$ cat src/rtl/uart_tx_fifo_if.sv
// Producer-side byte handshake for the buffered UART transmitter.
// A byte moves on any clock edge where data_valid && data_ready.
interface uart_tx_fifo_if #(
  parameter int unsigned DataWidth = 8
);
  logic [DataWidth-1:0] data_in;
  logic                 data_valid;
  logic                 data_ready;

  modport master (
    output data_in,
    output data_valid,
    input  data_ready
  );

  modport slave (
    input  data_in,
    input  data_valid,
    output data_ready
  );
endinterface

$ cat src/rtl/uart_tx_fifo.sv
// Buffered 8N1 UART transmitter: a small circular FIFO feeding an LSB-first serialiser.
// Queued bytes go out back-to-back; the next start bit begins on the edge that raises tx_done.
module uart_tx_fifo #(
  parameter int unsigned BAUD       = 9600,
  parameter int unsigned CLK_FREQ   = 100_000_000,
  parameter int unsigned DataWidth  = 8,
  parameter int unsigned FIFO_DEPTH = 4,
  localparam int unsigned CntW      = $clog2(FIFO_DEPTH) + 1
) (
  input  logic            clk,
  input  logic            rst,
  uart_tx_fifo_if.slave   bus,
  output logic            tx_o,
  output logic            tx_busy,
  output logic            tx_done,
  output logic [CntW-1:0] fifo_count
);

  localparam int unsigned L      = CLK_FREQ / BAUD;
  localparam int unsigned TimerW = (L > 1) ? $clog2(L) : 1;
  localparam int unsigned PtrW   = $clog2(FIFO_DEPTH);
  localparam int unsigned BitW   = (DataWidth > 1) ? $clog2(DataWidth) : 1;

  localparam logic [TimerW-1:0] TimerMax = TimerW'(L - 1);
  localparam logic [BitW-1:0]   BitMax   = BitW'(DataWidth - 1);
  localparam logic [CntW-1:0]   CntFull  = CntW'(FIFO_DEPTH);

  localparam logic [1:0] StIdle  = 2'd0;
  localparam logic [1:0] StStart = 2'd1;
  localparam logic [1:0] StData  = 2'd2;
  localparam logic [1:0] StStop  = 2'd3;

  logic [1:0]           state_q, state_d;
  logic [TimerW-1:0]    timer_q, timer_d;
  logic [BitW-1:0]      bit_q, bit_d;
  logic [DataWidth-1:0] shift_q, shift_d;
  logic                 tx_q, tx_d;
  logic                 done_q, done_d;
  logic [CntW-1:0]      count_q, count_d;
  logic [PtrW-1:0]      rd_ptr_q, wr_ptr_q;
  logic [DataWidth-1:0] mem_q [FIFO_DEPTH];

  logic push, pop;

  assign bus.data_ready = !rst && (count_q != CntFull);
  assign push           = bus.data_valid && bus.data_ready;

  always_comb begin
    state_d = state_q;
    timer_d = timer_q;
    bit_d   = bit_q;
    shift_d = shift_q;
    tx_d    = tx_q;
    done_d  = 1'b0;
    pop     = 1'b0;
    unique case (state_q)
      StIdle: begin
        tx_d = 1'b1;
        if (count_q != '0) begin
          pop     = 1'b1;
          shift_d = mem_q[rd_ptr_q];
          tx_d    = 1'b0;
          timer_d = '0;
          state_d = StStart;
        end
      end
      StStart: begin
        if (timer_q == TimerMax) begin
          tx_d    = shift_q[0];
          timer_d = '0;
          state_d = StData;
        end else begin
          timer_d = timer_q + 1'b1;
        end
      end
      StData: begin
        if (timer_q == TimerMax) begin
          timer_d = '0;
          if (bit_q == BitMax) begin
            tx_d    = 1'b1;
            bit_d   = '0;
            state_d = StStop;
          end else begin
            shift_d = shift_q >> 1;
            tx_d    = shift_q[1];
            bit_d   = bit_q + 1'b1;
          end
        end else begin
          timer_d = timer_q + 1'b1;
        end
      end
      StStop: begin
        if (timer_q == TimerMax) begin
          done_d  = 1'b1;
          timer_d = '0;
          // Chain straight into the next start bit so queued frames have no idle gap.
          if (count_q != '0) begin
            pop     = 1'b1;
            shift_d = mem_q[rd_ptr_q];
            tx_d    = 1'b0;
            state_d = StStart;
          end else begin
            state_d = StIdle;
          end
        end else begin
          timer_d = timer_q + 1'b1;
        end
      end
      default: state_d = StIdle;
    endcase
  end

  always_comb begin
    count_d = count_q;
    if (push && !pop) begin
      count_d = count_q + 1'b1;
    end else if (pop && !push) begin
      count_d = count_q - 1'b1;
    end
  end

  always_ff @(posedge clk) begin
    if (rst) begin
      state_q  <= StIdle;
      timer_q  <= '0;
      bit_q    <= '0;
      shift_q  <= '0;
      tx_q     <= 1'b1;
      done_q   <= 1'b0;
      count_q  <= '0;
      rd_ptr_q <= '0;
      wr_ptr_q <= '0;
    end else begin
      state_q <= state_d;
      timer_q <= timer_d;
      bit_q   <= bit_d;
      shift_q <= shift_d;
      tx_q    <= tx_d;
      done_q  <= done_d;
      count_q <= count_d;
      if (push) wr_ptr_q <= wr_ptr_q + 1'b1;
      if (pop)  rd_ptr_q <= rd_ptr_q + 1'b1;
    end
  end

  // Storage needs no reset: a slot is only read after it has been written.
  always_ff @(posedge clk) begin
    if (push) mem_q[wr_ptr_q] <= bus.data_in;
  end

  assign tx_o       = tx_q;
  assign tx_done    = done_q;
  assign fifo_count = count_q;
  assign tx_busy    = (state_q != StIdle) || (count_q != '0);

endmodule
$ cat src/flat_wrapper.sv
// flat-port wrapper written by rule: the top's interface ports become plain ports
module uart_tx_fifo_flat 
#(
  parameter int unsigned BAUD       = 9600,
  parameter int unsigned CLK_FREQ   = 100_000_000,
  parameter int unsigned DataWidth  = 8,
  parameter int unsigned FIFO_DEPTH = 4,
  localparam int unsigned CntW      = $clog2(FIFO_DEPTH) + 1
)
  (clk, rst, tx_o, tx_busy, tx_done, fifo_count, bus_data_in, bus_data_valid, bus_data_ready);
  uart_tx_fifo_if #(.DataWidth(DataWidth)) bus_i ();
  input  logic clk;
  input  logic rst;
  output logic tx_o;
  output logic tx_busy;
  output logic tx_done;
  output logic [CntW-1:0] fifo_count;
  input wire logic [$bits(bus_i.data_in)-1:0] bus_data_in;
  input wire logic [$bits(bus_i.data_valid)-1:0] bus_data_valid;
  output wire logic [$bits(bus_i.data_ready)-1:0] bus_data_ready;
  assign bus_i.data_in = bus_data_in;
  assign bus_i.data_valid = bus_data_valid;
  assign bus_data_ready = bus_i.data_ready;
  uart_tx_fifo #(.BAUD(BAUD), .CLK_FREQ(CLK_FREQ), .DataWidth(DataWidth), .FIFO_DEPTH(FIFO_DEPTH)) u_core (.clk(clk), .rst(rst), .bus(bus_i), .tx_o(tx_o), .tx_busy(tx_busy), .tx_done(tx_done), .fifo_count(fifo_count));
endmodule
$ cat config.mk
export PLATFORM = sky130hd
export DESIGN_NAME = uart_tx_fifo_flat
export DESIGN_NICKNAME = d
export VERILOG_FILES = /design/src/rtl/uart_tx_fifo_if.sv /design/src/rtl/uart_tx_fifo.sv /design/src/flat_wrapper.sv
export SDC_FILE = /design/constraint.sdc
export NUM_CORES = 1
export LEC_CHECK = 0
export BUFFER_PORTS_ARGS = -buffer_cell sky130_fd_sc_hd__buf_4
export CORE_MARGIN = 3
export CORE_UTILIZATION = 50
export DETAILED_ROUTE_END_ITERATION = 10
export PLACE_DENSITY = 0.67
export SETUP_SLACK_MARGIN = 0.2
export SLEW_MARGIN = 0
export SYNTH_ARGS = -nofsm -noshare
export SYNTH_HDL_FRONTEND = slang
export SYNTH_SLANG_ARGS = --single-unit
$ cat constraint.sdc
create_clock -name clk -period 3.16 [get_ports clk]
set_input_delay 0.474 -clock clk [delete_from_list [all_inputs] [get_ports clk]]
set_output_delay 0.474 -clock clk [all_outputs]
set_load 0.005 [all_outputs]
==> results by stage, run 1 <==
Run:
- Max-cap violations in this run came to 0.

Pwr:
- The cell leakage power is 1.34 nW.
- The total power divided by cell area is ~830 nW/um2.
- The proportion of power drawn by combinational gates is 0.338.
- The net load switching power is 1.03 mW.
- The largest vdd supply drop is between 500 and 600 uV.
- Of the total power, the share spent switching nets is 0.334.
- The share of power burned in the clock network is 0.268.
- The overall power is 3.09 mW.
- Cell internal power was estimated by the tool at just over 2 mW.
- The share of total power dissipated in sequential elements is 0.394.

Place:
- The cell count after placement is around 370.
- Buffers placed on the I/O ports in this run total 17.
- Routability-driven placement finished with a final weighted congestion of 0.751.
- The post-DP HPWL is roughly 4000 um.
- Prior to clock tree synthesis, the placed netlist has a worst setup slack of 0.599 ns.
- After detailed placement, the total cell area comes to roughly 3500 um2.

Setup path:
- The standard cell with the maximum stage delay on the critical path is sky130_fd_sc_hd__fa_1.
- The peak per-stage delay on the critical path is 0.37 ns.
- The critical path's top delay family is simple AND/OR/NAND/NOR gates.
- The worst register-to-register path has a depth of 11.
- The data required time of the critical path is roughly 3.4 ns.
- Walking the worst path, the cells encountered are ha_1 > and3_1 > nand4_4 > nor2_1 > o21ai_0 > ha_1 > inv_1 > fa_1 > xor2_1 > or3_1 > a21oi_1.
- For the worst setup path, the data arrival time is a little under 3 ns.
- The maximum fanout along the worst path is 10.
- The setup slack on the worst flop-to-flop path is about 0.56 ns.
- The setup path with the least slack is of type reg -> reg.
- The critical path launch point type is a register.
- The critical path's most frequent cell is sky130_fd_sc_hd__ha_1.
- The worst register-to-register path begins at u_core.timer_q[0].
- The reg-to-reg critical path endpoint is u_core.fifo_count[2].
- Counting both buffers and inverters, the worst setup path holds a total of 1.
- The worst setup path is captured at a register.

Clock network:
- The insertion delay of the later-clocked pin in the worst-skew pair is roughly 0.35 ns.
- After clock tree synthesis, the clock-pin slew on the worst setup and hold paths is 0.08 ns.
- The maximum count of clock buffers along a single path is 2.
- The post-cts sizing count is 0.
- The number of setup buffers added after CTS is 0.
- The number of levels in the clock H-tree is 3.
- The tree is rooted in a sky130_fd_sc_hd__clkbuf_8.
- After clock tree synthesis, the flow added hold-fix buffers numbering 0.
- The number of sinks on the clock net is 70.
- TritonCTS built the clock tree.
- The number of clock buffers inserted by TritonCTS is 9.

STA:
- The clock arrives with approximately 0.0076 ns of skew.
- The worst pin sits at a relative slew slack of 0.651.
- The total count of hold-check failures in the final report is 0.
- The final count of pins violating max slew is 0.
- The minimum clock period is ~2.6 ns.
- Derived from the worst setup path, the maximum achievable clock frequency is between 300 and 400 MHz.
- Of the available clock period, the critical path in the final layout requires 0.823.
- For the pin with the worst max-slew slack, the measured transition is between 0.5 and 0.6 ns.
- Setup slack on the critical path of the routed design comes to roughly 0.56 ns.
- The sum of negative setup slack is 0 ns.
- Setup repair after global routing left no endpoint under its margin.
- The count of final setup violators is 0.

Route:
- Wires add up to ~5800 um.
- The number of vias per cell after detailed routing is approximately 5.6.
- The number of detailed-route iterations in the first pass is 4.
- For this run, design rule violations remaining after detail routing come to 0.
- Dividing the detail-routed wire length by the instance count gives 15.1 um.
- The final route contains 2137 vias.
- The number of antenna-violating nets in the routed design is 0.
- The detailed router finished its first iteration with ~150 violations.

Yosys:
- For this run, the number of Yosys warnings is 0.
- The most instantiated flip-flop cell in the synthesis netlist is sky130_fd_sc_hd__dfxtp_1.
- The most area-hungry cell type in the Yosys netlist is sky130_fd_sc_hd__edfxtp_1.
- The synthesized design contains 32 enable-type register cells.
- Yosys mapped the design onto 51 distinct sky130hd cell types.
- The mean post-synth cell area is 11.6 um2.
- Yosys attributes the largest share of cell area to sky130_fd_sc_hd__edfxtp_1 (29%), sky130_fd_sc_hd__dfxtp_1 (23%), sky130_fd_sc_hd__mux4_2 (5.5%), sky130_fd_sc_hd__ha_1 (5.3%), sky130_fd_sc_hd__a21oi_1 (3.2%).
- The number of instances in the synthesized netlist is about 290.
- The synthesis-stage register bit count is 70.
- Summing every instance area after synthesis gives between 3000 and 4000 um2.
- Of the post-synthesis cell area, the dominant cell type holds 0.291.
- The share of synthesized flip-flops with an asynchronous set or reset is 0.
- The net count after synthesis is 312.
- For this run, the register share of the synthesized area comes to 0.521.

Floorplan:
- The initial core utilization is 0.536.
- After floorplanning, the core was sized to cover about 6000 um2.
- Pin placement for this block handled 18 I/O pins.
- The die width is between 80 and 90 um.
- The die is roughly 87 um tall.
- The floorplan has 28 rows.
- The full die area is ~7600 um2.

Worst hold path:
- The sink of the worst hold path is u_core.mem_q[3][5].
- The classification of the worst-slack hold path is in -> reg.
- The number of cells on the worst hold path is 1.
- The startpoint of the lowest-slack hold path is bus_data_in[5].

Final layout:
- For this run, the post-layout net count is 329.
- The fraction of final layout cells sized beyond drive strength 1 is 0.188.
- The post-route cell area is approximately 3700 um2.
- Registers take ~1700 um2.
- The most common cell after layout, fill and taps aside is sky130_fd_sc_hd__dfxtp_1.
- The count of placed standard cells in the final layout, fillers left out is roughly 380.
- The number of antenna diodes in the final layout is 0.
- The area growth from synthesis to layout is 12.1%.
- The multi-input combinational cells in the finished layout cover a total of between 1000 and 1500 um2.
- The filler cell count is approximately 510.
- The library cells used most frequently in the layout, excluding fill and tap cells, are sky130_fd_sc_hd__dfxtp_1 (38), sky130_fd_sc_hd__edfxtp_1 (32), sky130_fd_sc_hd__nand2_1 (23).

Global routing:
- The via count of the first global-routing pass is around 2200.
- The global-route wire length before repair is roughly 10000 um.
- Global routing finished with a remaining overflow of 0.
- The aggregate global-route resource usage is 0.171.
- The number of antenna violations at the first check in global routing came to 0.
- The maximum number of pins on one net before global-route repair is 41.

Status:
- The flow ran to the end, and the final reports show no timing, DRC or antenna violations.
[how the worst max path moves through the flow]
stage	from	to	slack, ns	depth (start not counted)
finish	u_core.timer_q[0]	u_core.fifo_count[2]	0.56	11
global route	u_core.timer_q[0]	u_core.fifo_count[2]	0.42	11
CTS	u_core.timer_q[0]	u_core.fifo_count[2]	0.58	11
detailed placement	u_core.timer_q[0]	u_core.fifo_count[2]	0.60	11
global placement	rst	u_core.fifo_count[2]	0.66	8
floorplan	u_core.timer_q[0]	u_core.fifo_count[2]	0.76	12
[worst register-to-register path: cells and delay by family (launching register included)]
| family | cells | cell delay (ns) |
|---|---|---|
| compound gates | 2 | 0.33 |
| simple gates | 4 | 0.84 |
| xor+xnor | 1 | 0.16 |
| buf+inv | 1 | 0.06 |
| flops | 1 | 0.35 |
| fa+ha+maj | 3 | 0.80 |
[routing by layer]
layer / up-vias / part of all wire / global-route usage
met5: - / 0 / 0
met3: 9 / 0.031 / 0.0492
met2: 28 / 0.48 / 0.274
met1: 1017 / 0.47 / 0.219
met4: 0 / 0.014 / 0.0683
li1: 1083 / - / -
[layout make-up]
| cell class | count | share of cell area |
|---|---|---|
| Inverter | 12 | 0.0122 |
| Clock inverter | 7 | 0.0284 |
| Sequential cell | 70 | 0.465 |
| Timing Repair Buffer | 18 | 0.0365 |
| Clock buffer | 9 | 0.0334 |
| Multi-Input combinational cell | 192 | 0.399 |
| Tap cell | 75 | 0.0253 |
[cells by family (layout without fill, tap and decap cells)]
family	Yosys count	after routing	share of synthesized area
xor+xnor	10	10	0.0265
flops	70	70	0.521
buf+inv	24	46	0.0314
fa+ha+maj	15	15	0.0591
mux	20	20	0.101
simple gates	99	99	0.171
compound gates	48	48	0.0897
[power by group through the flow]
| stage | logic, mW | clock network (mW) | registers, mW |
|---|---|---|---|
| 4_1_cts | 1.05 | 0.848 | 1.22 |
| 6_report | 1.04 | 0.829 | 1.22 |
| 3_3_place_gp | 1.03 | 0 | 1.24 |
| 2_1_floorplan | 0.883 | 0 | 1.18 |
| 5_1_grt | 1.15 | 0.883 | 1.25 |
| 3_5_place_dp | 1.05 | 0 | 1.24 |
[Yosys cell counts, drive strengths merged, types with 4 or more instances]
master and n:
dfxtp 38, edfxtp 32, nand2 23, a21oi 21, nor2 20, ha 14
inv 12, o21ai 12, clkbuf 8, mux4 8, nand4 8, nor2b 8
xor2 8, mux2 7, or3 7, and2 5, mux2i 5, nand2b 5
buf 4, nand3 4
[flip-flops by register name, summed over array words and instances, names as in the netlist, named ones only]
name,cells
u_core.rd_ptr_q,2
u_core.tx_o,1
u_core.wr_ptr_q,2
u_core.mem_q,32
u_core.tx_done,1
u_core.bit_q,3
u_core.fifo_count,3
u_core.shift_q,8
u_core.timer_q,14
u_core.state_q,2
[stage by stage]
| stage | hold WS, ns | util |
|---|---|---|
| finish | 0.321 | 0.601 |
| floorplan | 0.449 | - |
| global placement | 0.467 | 0.564 |
| global route | 0.302 | 0.601 |
| detailed placement | 0.478 | 0.564 |
| CTS | 0.308 | 0.601 |
No activity file was read; power rests on OpenSTA's default activity.
==> inputs of run 2 (changes only) <==
==> constraint.sdc (replaced) <==
create_clock -name clk -period 2.45 [get_ports clk]
set_input_delay 0.3675 -clock clk [delete_from_list [all_inputs] [get_ports clk]]
set_output_delay 0.3675 -clock clk [all_outputs]
set_load 0.005 [all_outputs]
==> results by stage, run 2 (synthesis results as in run 1) <==
Setup path:
- The startpoint of the lowest-slack register-to-register path is u_core.timer_q[0] (unchanged).
- The signal arrival time at the worst endpoint is 2.49 ns (was 2.89 ns).
- The count of cells along the worst register-to-register path came to 11 (unchanged).
- The standard cell with the maximum stage delay on the critical path is sky130_fd_sc_hd__dfxtp_2 (was sky130_fd_sc_hd__fa_1).
- The critical path launch point type is a register (unchanged).
- The startpoint-to-endpoint class of the critical path is reg -> reg (unchanged).
- The number of logic stages on the critical path including buffering came to 11 (unchanged).
- The critical path capture point type is a register (unchanged).
- The data required time of the critical path is 2.73 ns (was 3.44 ns).
- The peak per-stage delay on the critical path is 0.34 ns (was 0.37 ns).
- The maximum fanout along the worst path was 7 (was 10).
- The launching element of the worst setup path is u_core.timer_q[0] (unchanged).
- The buffers plus inverters on the worst setup path is 1 (unchanged).
- The critical path's top delay family is adder cells (was simple AND/OR/NAND/NOR gates).
- The critical path's most frequent cell is sky130_fd_sc_hd__ha_2 (was sky130_fd_sc_hd__ha_1).
- Crit-path cells: ha_2 > and3_4 > nand4_4 > nor2_4 > o21ai_2 > ha_2 > inv_1 > fa_2 > xor2_1 > or3_1 > a21oi_1 (was ha_1 > and3_1 > nand4_4 > nor2_1 > o21ai_0 > ha_1 > inv_1 > fa_1 > xor2_1 > or3_1 > a21oi_1).

Final layout:
- The antenna diode instance count was 0 (unchanged).
- The post-route cell area is 3820 um2 (was 3700 um2).
- The fraction of final layout cells sized beyond drive strength 1 is 0.263 (was 0.188).
- The register ranked first by flip-flop count is u_core.mem_q (unchanged).
- Commonest cells after routing, fill and taps aside: sky130_fd_sc_hd__dfxtp_1 (35), sky130_fd_sc_hd__edfxtp_1 (32), sky130_fd_sc_hd__buf_4 (29) (was sky130_fd_sc_hd__dfxtp_1 (38), sky130_fd_sc_hd__edfxtp_1 (32), sky130_fd_sc_hd__nand2_1 (23)).
- The flip-flop count of the largest register, all copies and words added is 32 (unchanged).
- The filler cell count came to 497 (was 508).
- Leading registers by flop count: u_core.mem_q: 32 flops, u_core.timer_q: 14 flops, u_core.shift_q: 8 flops (unchanged).
- The area added between synthesis and finish is 15.6% (was 12.1%).
- The final layout net count is 340 (was 329).
- The most common cell after layout, fill and taps aside was sky130_fd_sc_hd__dfxtp_1 (unchanged).
- The count of placed standard cells in the final layout, fillers left out was 394 (was 383).
- The utilization after layout is 0.620 (was 0.601).

STA:
- The sum of negative setup slack is 0 ns (unchanged).
- The period utilization was 0.901 (was 0.823).
- The count of final setup violators was 0 (unchanged).
- The final count of pins violating max slew is 0 (unchanged).
- Unrepaired setup endpoints after global routing: yes (was no).
- The minimum clock period is 2.21 ns (was 2.60 ns).
- The total count of hold-check failures in the final report was 0 (unchanged).
- The setup skew after layout is 0.0110 ns (was 0.00764 ns).
- The timing-limited maximum frequency is 453 MHz (was 384 MHz).
- The transition time of the tightest slew-check pin was 0.606 ns (was 0.523 ns).
- The worst slew slack as a fraction of its limit is 0.596 (was 0.651).

Route:
- The residual DRC count is 0 (unchanged).
- The number of detailed-route iterations in the first pass was 4 (unchanged).
- The count of vias placed by the detailed router is 2226 (was 2137).
- The number of vias per cell after detailed routing is 5.65 (was 5.58).
- The number of antenna-violating nets in the routed design came to 0 (unchanged).
- The wire length after detailed routing came to 6160 um (was 5800 um).
- The starting DRC count in detailed routing is 119 (was 145).
- The final routed wire length divided by cell count is 15.6 um (was 15.1 um).

Clock network:
- The buffer type at the clock tree root is sky130_fd_sc_hd__clkbuf_8 (unchanged).
- The TritonCTS clock tree is yes (unchanged).
- The number of sinks on the clock net came to 70 (unchanged).
- The number of clock buffers inserted by TritonCTS is 9 (unchanged).
- The maximum count of clock buffers along a single path is 2 (unchanged).
- The number of levels in the clock H-tree is 3 (unchanged).
- The register clock-pin slew on the reported worst setup and hold paths was 0.09 ns (was 0.08 ns).
- The count of hold buffers inserted by post-cts repair is 0 (unchanged).
- The insertion delay of the later-clocked pin in the worst-skew pair was 0.35 ns (about the same).

Floorplan:
- The height of the die is 87.3 um (unchanged).
- The I/O pin count is 18 (unchanged).
- The die width is 87.3 um (unchanged).
- The floorplan core area was 6170 um2 (unchanged).
- The number of standard-cell rows in the floorplan is 28 (unchanged).
- The initial core utilization is 0.536 (unchanged).
- The full die area came to 7620 um2 (unchanged).

Pwr:
- The overall power was 4.04 mW (was 3.09 mW).
- The cell leakage power is 1.39 nW (was 1.34 nW).
- The total power divided by cell area is 1060 nW/um2 (was 835 nW/um2).
- The largest vdd supply drop is 729 uV (was 512 uV).

Global routing:
- The residual overflow from global routing is 0 (unchanged).
- The maximum number of pins on one net before global-route repair is 40 (was 41).
- The via count of the first global-routing pass is 2117 (was 2187).
- The aggregate global-route resource usage is 0.176 (was 0.171).
- The number of antenna violations at the first check in global routing is 0 (unchanged).
- The global-route wire length before repair was 10300 um (was 10100 um).

Place:
- The area after detailed placement is 3560 um2 (was 3470 um2).
- The routability-driven placement congestion ratio came to 0.814 (was 0.751).
- The number of buffers inserted by port buffering is 17 (unchanged).
- The cell count after placement is 375 (was 367).
- The post-DP HPWL came to 4240 um (was 4020 um).

Worst hold path:
- The startpoint of the lowest-slack hold path was bus_data_in[5] (unchanged).
- The number of cells on the worst hold path is 1 (unchanged).
- The classification of the worst-slack hold path is in -> reg (unchanged).

Run:
- The count of maximum capacitance violations came to 0 (unchanged).

Status:
- Status: finished, final reports clean (unchanged).
==> run 2: cell types whose count changed in the layout (fill, tap and decap cells not counted), moves of 2 or more <==
| cell | delta |
|---|---|
| sky130_fd_sc_hd__buf_4 | +11 |
| sky130_fd_sc_hd__dfxtp_1 | -3 |
| sky130_fd_sc_hd__o21ai_2 | +2 |
| sky130_fd_sc_hd__nor2_1 | -2 |
| sky130_fd_sc_hd__ha_1 | -4 |
| sky130_fd_sc_hd__ha_2 | +3 |
| sky130_fd_sc_hd__inv_8 | +2 |
| sky130_fd_sc_hd__dfxtp_2 | +3 |
==> run 2: cell type report <==
class / instances / area (um2) / area share
well taps: 75 / 93.8 / 0.0246
clock inverters: 7 / 88.8 / 0.0233
inverters: 12 / 45.0 / 0.0118
multi-input cells: 192 / 1530 / 0.399
clock buffers: 9 / 124 / 0.0324
flip-flops and latches: 70 / 1730 / 0.452
repair buffers: 29 / 218 / 0.0570
==> run 2: routing by layer <==
metal	track usage	wire (um)	vias to the layer above	part of all wire
met5	0	0	-	0
met4	0.0558	61	0	0.0099
met3	0.0511	200	7	0.032
met2	0.266	2920	41	0.47
met1	0.243	2980	1069	0.48
li1	-	-	1109	-
==> run 2: worst paths after layout <==
path                           to  slack [ns]
max          u_core.fifo_count[2]        0.24
min reg2reg    u_core.timer_q[13]        0.49
max reg2reg  u_core.fifo_count[2]        0.24
min            u_core.mem_q[3][5]        0.21
==> run 2: per-stage QoR <==
step / worst slack, ns / hold slack [ns]
final: 0.242 / 0.213
after global routing: 0.141 / 0.193
after CTS: 0.204 / 0.200
after detailed placement: 0.118 / 0.480
after global placement: 0.214 / 0.466
after floorplan: 0.209 / 0.449
==> run 2: report_power, final <==
group	switching [mW]	leakage (nW)	internal, mW	total, mW
Sequential	0.173	0.601	1.40	1.58
Clock	0.494	0.106	0.496	0.990
Combinational	0.730	0.683	0.739	1.47
Total	1.40	1.39	2.64	4.04
==> run 2: timing repair <==
| item | in CTS | in global routing |
|---|---|---|
| pin swaps | 0 | 2 |
| buffers inserted | 1 | 2 |
| gates resized for setup | 3 | 6 |
| cloned | 0 | 0 |
| endpoints found under the setup margin | 1 | 11 |
